==> config.mk <==
export PLATFORM = sky130hd
export DESIGN_NAME = fir_filter_param
export DESIGN_NICKNAME = d
export VERILOG_FILES = /design/src/rtl/fir_param_pkg.sv /design/src/rtl/fir_sample_counter.sv /design/src/rtl/fir_filter_param.sv
export SDC_FILE = /design/constraint.sdc
export NUM_CORES = 1
export LEC_CHECK = 0
export BUFFER_PORTS_ARGS = -buffer_cell sky130_fd_sc_hd__buf_2
export CORE_UTILIZATION = 54
export CTS_BUF_LIST = sky130_fd_sc_hd__clkbuf_4
export CTS_CLUSTER_DIAMETER = 40
export CTS_CLUSTER_SIZE = 20
export DETAILED_ROUTE_END_ITERATION = 7
export GPL_TIMING_DRIVEN = 0
export PLACE_DENSITY = 0.81
export SLEW_MARGIN = 20
export SYNTH_ARGS = -nofsm -noshare
export SYNTH_HDL_FRONTEND = slang
export SYNTH_SLANG_ARGS = --single-unit
==> constraint.sdc <==
create_clock -name clk -period 14.4 [get_ports clk]
set_clock_uncertainty 0.15 [all_clocks]
set_input_delay 0.72 -clock clk [delete_from_list [all_inputs] [get_ports clk]]
set_output_delay 0.72 -clock clk [all_outputs]
set_load 0.005 [all_outputs]
==> src/rtl/fir_param_pkg.sv <==
// Shared types for the parameterised FIR filter: the FSM state encoding and the
// accumulator sizing rule.
package fir_param_pkg;

  typedef enum logic [2:0] {
    IDLE  = 3'd0,
    LOAD  = 3'd1,
    SHIFT = 3'd2,
    MAC   = 3'd3,
    DONE  = 3'd4
  } state_e;

  // Product width plus enough headroom to sum NUM_TAPS products, plus a sign bit.
  function automatic int acc_width(input int data_w, input int num_taps);
    return 2 * data_w + $clog2(num_taps) + 1;
  endfunction

endpackage

==> src/rtl/fir_sample_counter.sv <==
// Counts completed samples 0..SAMPLE_CNT-1 and emits a one-cycle registered pulse
// on the completion that wraps the count back to zero.
module fir_sample_counter #(
  parameter int SAMPLE_CNT = 1000
) (
  input  logic clk,
  input  logic reset,
  input  logic clear_i,
  input  logic count_en_i,
  output logic wrap_o
);

  localparam int CNT_W = (SAMPLE_CNT > 1) ? $clog2(SAMPLE_CNT) : 1;

  logic [CNT_W-1:0] cnt_q;
  logic             wrap_q;

  always_ff @(posedge clk or posedge reset) begin
    if (reset) begin
      cnt_q  <= '0;
      wrap_q <= 1'b0;
    end else begin
      wrap_q <= 1'b0;
      if (clear_i) begin
        cnt_q <= '0;
      end else if (count_en_i) begin
        if (cnt_q == CNT_W'(SAMPLE_CNT - 1)) begin
          cnt_q  <= '0;
          wrap_q <= 1'b1;
        end else begin
          cnt_q <= cnt_q + 1'b1;
        end
      end
    end
  end

  assign wrap_o = wrap_q;

endmodule

==> src/rtl/fir_filter_param.sv <==
// Sequential single-multiplier FIR: alternating-sign taps, saturated magnitude output,
// synchronised edge-triggered requests, sticky error on overflow or dropped requests.
module fir_filter_param
  import fir_param_pkg::*;
#(
  parameter int DATA_W     = 16,
  parameter int NUM_TAPS   = 4,
  parameter int COEF_FRAC  = 15,
  parameter int SAMPLE_CNT = 1000
) (
  input  logic              clk,
  input  logic              reset,
  input  logic [DATA_W-1:0] sample_data,
  input  logic [DATA_W-1:0] fir_coefficient,
  input  logic              data_ready,
  input  logic              load_coeff,
  output logic [DATA_W-1:0] fir_out,
  output logic              modwait,
  output logic              one_k_samples,
  output logic              err
);

  localparam int ACC_W  = acc_width(DATA_W, NUM_TAPS);
  localparam int PROD_W = 2 * DATA_W;
  localparam int TAP_W  = $clog2(NUM_TAPS);

  logic [2:0]              dr_sync_q, lc_sync_q;
  logic                    dr_edge, lc_edge, any_edge;
  state_e                  state_q;
  logic [TAP_W-1:0]        tap_q, idx_q;
  logic [DATA_W-1:0]       coef_q [NUM_TAPS];
  logic [DATA_W-1:0]       x_q    [NUM_TAPS];
  logic signed [ACC_W-1:0] acc_q;
  logic                    col_q, modwait_q, err_q;
  logic [DATA_W-1:0]       fir_out_q;

  logic [PROD_W-1:0]       prod;
  logic signed [ACC_W-1:0] prod_ext;
  logic [ACC_W-1:0]        acc_abs, mag;
  logic                    sat_d;
  logic [DATA_W-1:0]       fir_out_d;

  // Bits [1:0] synchronise; bit 2 is the previous synchronised level for edge detect.
  always_ff @(posedge clk or posedge reset) begin
    if (reset) begin
      dr_sync_q <= '0;
      lc_sync_q <= '0;
    end else begin
      dr_sync_q <= {dr_sync_q[1:0], data_ready};
      lc_sync_q <= {lc_sync_q[1:0], load_coeff};
    end
  end

  assign dr_edge  = dr_sync_q[1] & ~dr_sync_q[2];
  assign lc_edge  = lc_sync_q[1] & ~lc_sync_q[2];
  assign any_edge = dr_edge | lc_edge;

  assign prod     = PROD_W'(x_q[tap_q]) * PROD_W'(coef_q[tap_q]);
  assign prod_ext = $signed({{(ACC_W - PROD_W){1'b0}}, prod});

  always_comb begin
    acc_abs   = acc_q[ACC_W-1] ? ACC_W'(-acc_q) : ACC_W'(acc_q);
    mag       = acc_abs >> COEF_FRAC;
    sat_d     = |mag[ACC_W-1:DATA_W];
    fir_out_d = sat_d ? {DATA_W{1'b1}} : mag[DATA_W-1:0];
  end

  always_ff @(posedge clk or posedge reset) begin
    if (reset) begin
      state_q   <= IDLE;
      tap_q     <= '0;
      idx_q     <= '0;
      acc_q     <= '0;
      col_q     <= 1'b0;
      modwait_q <= 1'b0;
      err_q     <= 1'b0;
      fir_out_q <= '0;
      for (int k = 0; k < NUM_TAPS; k++) begin
        coef_q[k] <= '0;
        x_q[k]    <= '0;
      end
    end else begin
      case (state_q)
        IDLE: begin
          if (lc_edge) begin
            coef_q[idx_q] <= fir_coefficient;
            idx_q         <= (idx_q == TAP_W'(NUM_TAPS - 1)) ? '0 : idx_q + 1'b1;
            modwait_q     <= 1'b1;
            state_q       <= LOAD;
            if (dr_edge) err_q <= 1'b1;
          end else if (dr_edge) begin
            for (int k = 1; k < NUM_TAPS; k++) x_q[k] <= x_q[k-1];
            x_q[0]    <= sample_data;
            acc_q     <= '0;
            col_q     <= 1'b0;
            modwait_q <= 1'b1;
            state_q   <= SHIFT;
          end
        end
        LOAD: begin
          if (any_edge) err_q <= 1'b1;
          modwait_q <= 1'b0;
          state_q   <= IDLE;
        end
        SHIFT: begin
          if (any_edge) begin
            err_q <= 1'b1;
            col_q <= 1'b1;
          end
          tap_q   <= '0;
          state_q <= MAC;
        end
        MAC: begin
          if (any_edge) begin
            err_q <= 1'b1;
            col_q <= 1'b1;
          end
          acc_q <= tap_q[0] ? acc_q - prod_ext : acc_q + prod_ext;
          if (tap_q == TAP_W'(NUM_TAPS - 1)) state_q <= DONE;
          else tap_q <= tap_q + 1'b1;
        end
        DONE: begin
          fir_out_q <= fir_out_d;
          modwait_q <= 1'b0;
          state_q   <= IDLE;
          // A collision landing in this very cycle still counts against the clear.
          if (sat_d || any_edge) err_q <= 1'b1;
          else if (!col_q) err_q <= 1'b0;
        end
        default: state_q <= IDLE;
      endcase
    end
  end

  fir_sample_counter #(
    .SAMPLE_CNT(SAMPLE_CNT)
  ) u_sample_counter (
    .clk       (clk),
    .reset     (reset),
    .clear_i   ((state_q == IDLE) && lc_edge),
    .count_en_i(state_q == DONE),
    .wrap_o    (one_k_samples)
  );

  assign fir_out = fir_out_q;
  assign modwait = modwait_q;
  assign err     = err_q;

endmodule

# == Word-level counts from Yosys, hierarchy flattened ==
# Cells that the tools add are included.
# op_classes
n_reduce_logical,22
muxes,39
addsub,6
eq_ne,16
order_cmp,3
n_mul,1
n_bitwise,8
# op_table
op,count
$mux 35,4
$mux 16,6
$pmux 35 s2,1
$bmux 16 s2,2
$bwmux 64,1
$add 35x33->35,1
$neg 35->35,1
$sub 35x33->35,1
$demux 16 s2,1
$mul 16x16->32,1
$mux 10,3
$mux 1,11
$add 10x1->10 const B,1
$eq 10x10->1 const B,1
$ne 2x2->1 const B,5
$reduce_bool 2->1,5
$mux 3,3
$pmux 3 s3,1
$reduce_and 2->1,4
$eq 3x2->1 const B,2
$ge 3x3->1 const B,2
$ne 3x3->1 const B,2
$not 2->3,2
$reduce_and 3->1,2
22 further kinds,32
# word_totals
inputBits,36
out_inout_bits,19
ff_bits,206

# == Logic depth before layout (Yosys ltp) ==
# depth
word_depth,8
ltp_mapped,41
depth_no_buf,37

# == Cells and area by module ==
# A second synthesis with hierarchy kept.
# hier_totals
cells_unflattened,2045
hier_area_um2,20045.5
# by_module_without_submodules
module,cells_per_inst,n_inst,area_each_um2,seq_area_each_um2
fir_filter_param,1986,1,19448.7,4879.7
fir_sample_counter,59,1,596.8,275.3

# == Least setup slack after synthesis ==
# OpenSTA, ideal clock, no wires.
# synth_path
path_kind,flip-flop to flip-flop
start,register tap_q[0]
end,register acc_q[34]
path_slack_ps,4344
t_arrival_ps,9830
synth_period_minus_slack_ps,10056
stages_incl_launch_ff,38
setup_time_ps,76
required_time_ps,14174
path_cell_list,dfrtp_1 > clkbuf_1 > buf_1 > mux4_2 > clkbuf_1 > and2_1 > fa_1 > inv_1 > fa_1 > fa_1 > inv_1 > fa_1 > fa_1 > inv_1 > fa_1 > inv_1 > ha_1 > clkbuf_1 > (+2 left out) > and3_1 > or3_1 > a222oi_1 > nand3_1 > nor4_1 > nand2_1 > nor2_1 > nor2_1 > xor2_1 > ha_1 > nor2b_1 > o21ai_0 > nand2b_1 > a31o_2 > a31o_2 > and3_1 > o31a_1 > o21ai_1
# synth_via
elab_chain_len,8
elab_cells_between_ends,12
# synth_lines
item,line,rtl
"start, declared",fir_filter_param.sv:30,"logic [TAP_W-1:0] tap_q, idx_q;"
"start signal, assigned",fir_filter_param.sv:120,else tap_q <= tap_q + 1'b1;
$not 2->3 (implied by the code),fir_filter_param.sv:58,assign prod = PROD_W'(x_q[tap_q]) * PROD_W'(coef_q[tap_q]);
$bmux 16 s2,fir_filter_param.sv:58,
$mux 16 (implied by the code) (2 in series),fir_filter_param.sv:58,
$mul 16x16->32,fir_filter_param.sv:58,
$add 35x33->35 / $sub 35x33->35 (equally long branches),fir_filter_param.sv:118,acc_q <= tap_q[0] ? acc_q - prod_ext : acc_q + prod_ext;
$mux 35 (*),fir_filter_param.sv:118,
$pmux 35 s2 (*),fir_filter_param.sv:83,case (state_q)
"end signal, assigned",fir_filter_param.sv:118,
"end, declared",fir_filter_param.sv:33,logic signed [ACC_W-1:0] acc_q;
# Mark *: on every way between the ends. The rest lies on a longest branch, timed or not. The select of a mux whose other input is x is not followed.
# A chain may end at the register's enable or synchronous reset.

# == Final worst setup path ==
# Ends and elaborated chain as after synthesis.

==> results list <==
* Status: finished, final reports clean
* Library cell contributing the largest single delay on the critical path: buf_1
- Setup violations remaining at the end of the flow were counted as 0.
- Setup repair after global routing left no endpoint under its margin.
- Number of flops mapped to enable cells by yosys: 0
- Before antenna repair, the detailed router went through 5 iterations.
* Post-DR vias/cell: 5.84
- Number of pins with negative max-slew slack in the final report: 0
- Die W: 196 microns
* Placeable core region: 0.0367 sq mm
- Net count reported at finish: 2558
- The number of nets in the synthesized netlist is 2465.
* Via count of the first global-routing pass: between 15000 and 20000
* Peak per-stage delay on the critical path: 830 ps
* Final sum of negative setup slack: 0 ps
* Share of synthesized registers carrying an async set or reset: 100%
- Worst path most repeated cell: fa_1
* End point of the worst hold path: x_q[57]$_DFFE_PP0P_
* Initial antenna violation count: 2
* Final period demand of the worst path: 12360 ps
- Cells after synthesis: ~2100
- Mux share of post-synthesis cell area: 10.7%
- For this run, the total global-route usage over all layers was measured as 26.1%.
- Total of buffers placed on input and output ports: 54
- Area growth from synthesis to layout: 7.29%
- Total area of multi-input combinational cells: 0.0137 sq mm
- Count of state elements after synthesis: 206
* Critical path data arrival time: 12920 ps
* Detail-routed net length per standard cell: 18.0 microns
- First-pass GRT wire length: 79.6 mm
- For this block, the initial DRC count from the detailed router was 1073.
- Kind of end point of the critical path: flop
* Number of buffers created by CTS: 28
- After clock tree synthesis, the clock-pin slew on the worst setup and hold paths is 140 ps.
- Global routing usage on met1: roughly 34%
* Top cells by area, synth: dfrtp_1 (25%), fa_1 (19%), ha_1 (9.0%)
- The floorplan step set the die height to 196 microns.
* Post-cts resize count: 0
- Global routing used 4.99% of the available met3 tracks.
- Aggregate global routing overflow: 0
- CTS tree: done
- Proportion of synthesized chip area in sequential cells: 25.5%
- Maximum capacitance violations: 0
- FF-to-FF setup slack: 2040 ps
- Distinct cell type count after synthesis: 73
- Die Area: approximately 0.038 sq mm
* Type of the worst setup path: reg -> reg
* Post-DRT Antenna Nets: 0
- The congestion estimate from routability-driven global placement came to 0.971.
- Worst-Skew Late Latency: 770 ps
* WHS Path Cells: 2
- 55 I/O pins were placed.
* Number of clock sinks: between 200 and 250
* M2 GR Usage: 42.9%
* Footprint of the flip-flops and latches: 0.00515 sq mm
- The endpoint identified for the worst register-to-register timing path is acc_q[34]$_DFFE_PP0P_.
- After legalization and detailed placement, the total HPWL measured roughly 38 mm.
- Post-synthesis adder-cell area fraction: 28.3%
- The routed layout has 15600 vias.
- Syn Area/Cell: 9.68 sq um
* Fillcell total: 2987
- Share of the synthesized area in the top cell type: 25.5%
- Slew @ Worst Pin: 1030 ps
- The final layout contains routed wiring with a total length of 48.0 mm.
- Final hold violation count: 0
- For this run, design rule violations remaining after detail routing come to 0.
- Highest Clock Rate: 0.0809 GHz
* Area fraction in compound gates after synthesis: 9.30%
- Initial Util: 55.1%
* Share of synthesized cell area in and, or, nand and nor gates: 15.4%
- Post-synthesis instance area: 0.0202 sq mm
* Main combinational cell family by area after synthesis: adder cells
- Period utilisation layout: 85.8%
- Summing the areas of all xor and xnor instances in the mapped netlist gives 4.20% of the synthesized area.
- Path category of the worst min-delay check: in -> reg
* Worst Setup Start Kind: flop
* Logic depth of the worst register-to-register path: 36
- Yosys printed 0 warnings.
* Maximum number of pins on one net before global-route repair: 114
- In this run the most critical hold path is launched from sample_data[9].
* Worst rel slew slack: 31.1%
- Data required time at the worst endpoint: 14960 ps
- Busiest grt layer: met2
- Launch point of the worst reg-to-reg path: tap_q[0]$_DFFE_PP0P_
* Maximum clock path buffer count: 3
- Std cell rows: 70
- Along the worst path, the maximum fanout reaches 10.
* Cell taking the most area after synthesis: dfrtp_1
* Root cell of the clock tree: clkbuf_4
- Primary flip-flop cell chosen by synthesis mapping: dfrtp_1
- H-tree depth: 1
- Layout cells sized above 1: 13.1%
-- Yosys cell counts, types with 23 or more instances --
cell type / number
inv_1: 257
nand2_1: 253
dfrtp_1: 206
fa_1: 195
ha_1: 145
and2_1: 129
mux2_2: 129
a21oi_1: 93
nor2_1: 89
o21ai_0: 86
clkbuf_1: 81
xnor2_1: 54
xor2_1: 43
mux4_2: 32
a21o_1: 25
nand3_1: 23
-- sequential cells by signal, indices dropped and copies added, names as in the netlist --
register                 count
tap_q                        2
lc_sync_q                    3
fir_out                     16
coef_q                      64
idx_q                        2
err                          1
col_q                        1
dr_sync_q                    3
x_q                         64
acc_q                       35
u_sample_counter.cnt_q      10
modwait                      1
u_sample_counter.wrap_o      1
state_q                      3
-- layout by cell type, fill, tap and decap left out, types with 10 or more instances in the layout --
| master | count |
|---|---|
| nor3_1 | 22 |
| o31ai_1 | 12 |
| a21o_1 | 25 |
| nor2_1 | 89 |
| mux4_2 | 32 |
| and3_1 | 17 |
| o21ai_0 | 86 |
| mux2_2 | 129 |
| nor2b_1 | 14 |
| a21oi_1 | 93 |
| fa_1 | 195 |
| inv_1 | 256 |
| xnor2_1 | 54 |
| nand4_1 | 19 |
| nand3_1 | 23 |
| dfrtp_1 | 206 |
| or3_1 | 10 |
| clkbuf_4 | 29 |
| nor4_1 | 13 |
| nand2b_1 | 17 |
| ha_1 | 145 |
| nand2_1 | 253 |
| clkbuf_1 | 81 |
| xor2_1 | 43 |
| and2_1 | 129 |
| buf_2 | 56 |
-- final cells by class --
class                      instances  area share [%]
antenna                            3          0.0346
buffer                            92            1.64
clock buffer                      29            1.00
clock inverter                    23            1.28
inverter                         257            4.48
multi-input combinational       1534            63.4
sequential                       206            23.8
tap                              468            2.70
timing repair buffer              63            1.74
-- what timing repair did --
item | CTS | global route
setup endpoints to repair | 0 | 0
buffers inserted | 0 | 0
hold buffers | 6 | 2
endpoints found under the hold margin | 98 | 2
-- layer usage --
metal,share of wire (%),vias up
li1,-,7164
met1,41,7837
met2,48,488
met3,6.5,138
met4,4.2,0
met5,0,-
-- cells by family after synthesis --
group	Yosys count
AO/OA/AOI/OAI	304
XOR/XNOR	97
adder cells (fa/ha/maj)	341
buffers and inverters	349
flip-flops	206
multiplexers	161
AND/OR/NAND/NOR	631
-- worst max-delay path: cells and delay by family, from the launching register on --
family | cells | cell delay (ps)
buffers and inverters | 8 | 2340
muxes | 1 | 740
adders and majority gates | 8 | 3800
and+or+nand+nor | 6 | 1220
AOI/OAI and AO/OA | 11 | 3030
DFF | 1 | 530
xor gates and xnor gates | 2 | 490
-- worst max-delay path by stage --
stage	slack, ps	from	end	cells after the start
after global routing	1150	tap_q[1]$_DFFE_PP0P_	acc_q[34]$_DFFE_PP0P_	38
after CTS	2090	tap_q[0]$_DFFE_PP0P_	acc_q[34]$_DFFE_PP0P_	36
after detailed placement	2100	tap_q[0]$_DFFE_PP0P_	acc_q[34]$_DFFE_PP0P_	36
final	2040	tap_q[0]$_DFFE_PP0P_	acc_q[34]$_DFFE_PP0P_	36
after global placement	2340	tap_q[0]$_DFFE_PP0P_	acc_q[34]$_DFFE_PP0P_	36
after floorplan	4340	tap_q[0]$_DFFE_PP0P_	acc_q[34]$_DFFE_PP0P_	37
-- stage by stage --
step	instance area, sq um	std cells	hold slack [ps]	setup WS (ps)	utilization [%]
5_1_grt	21700	2673	1.74	1150	59.1
3_5_place_dp	21100	2612	186	2100	57.5
2_1_floorplan	20200	2089	181	4340	-
6_report	21700	2675	54.7	2040	59.1
4_1_cts	21700	2670	1.90	2090	59.0
3_3_place_gp	21100	2611	184	2340	57.4
Power is left out: the tool's default activity adds up to more than one toggle a clock period on the data nets, which glitch-free logic cannot reach.
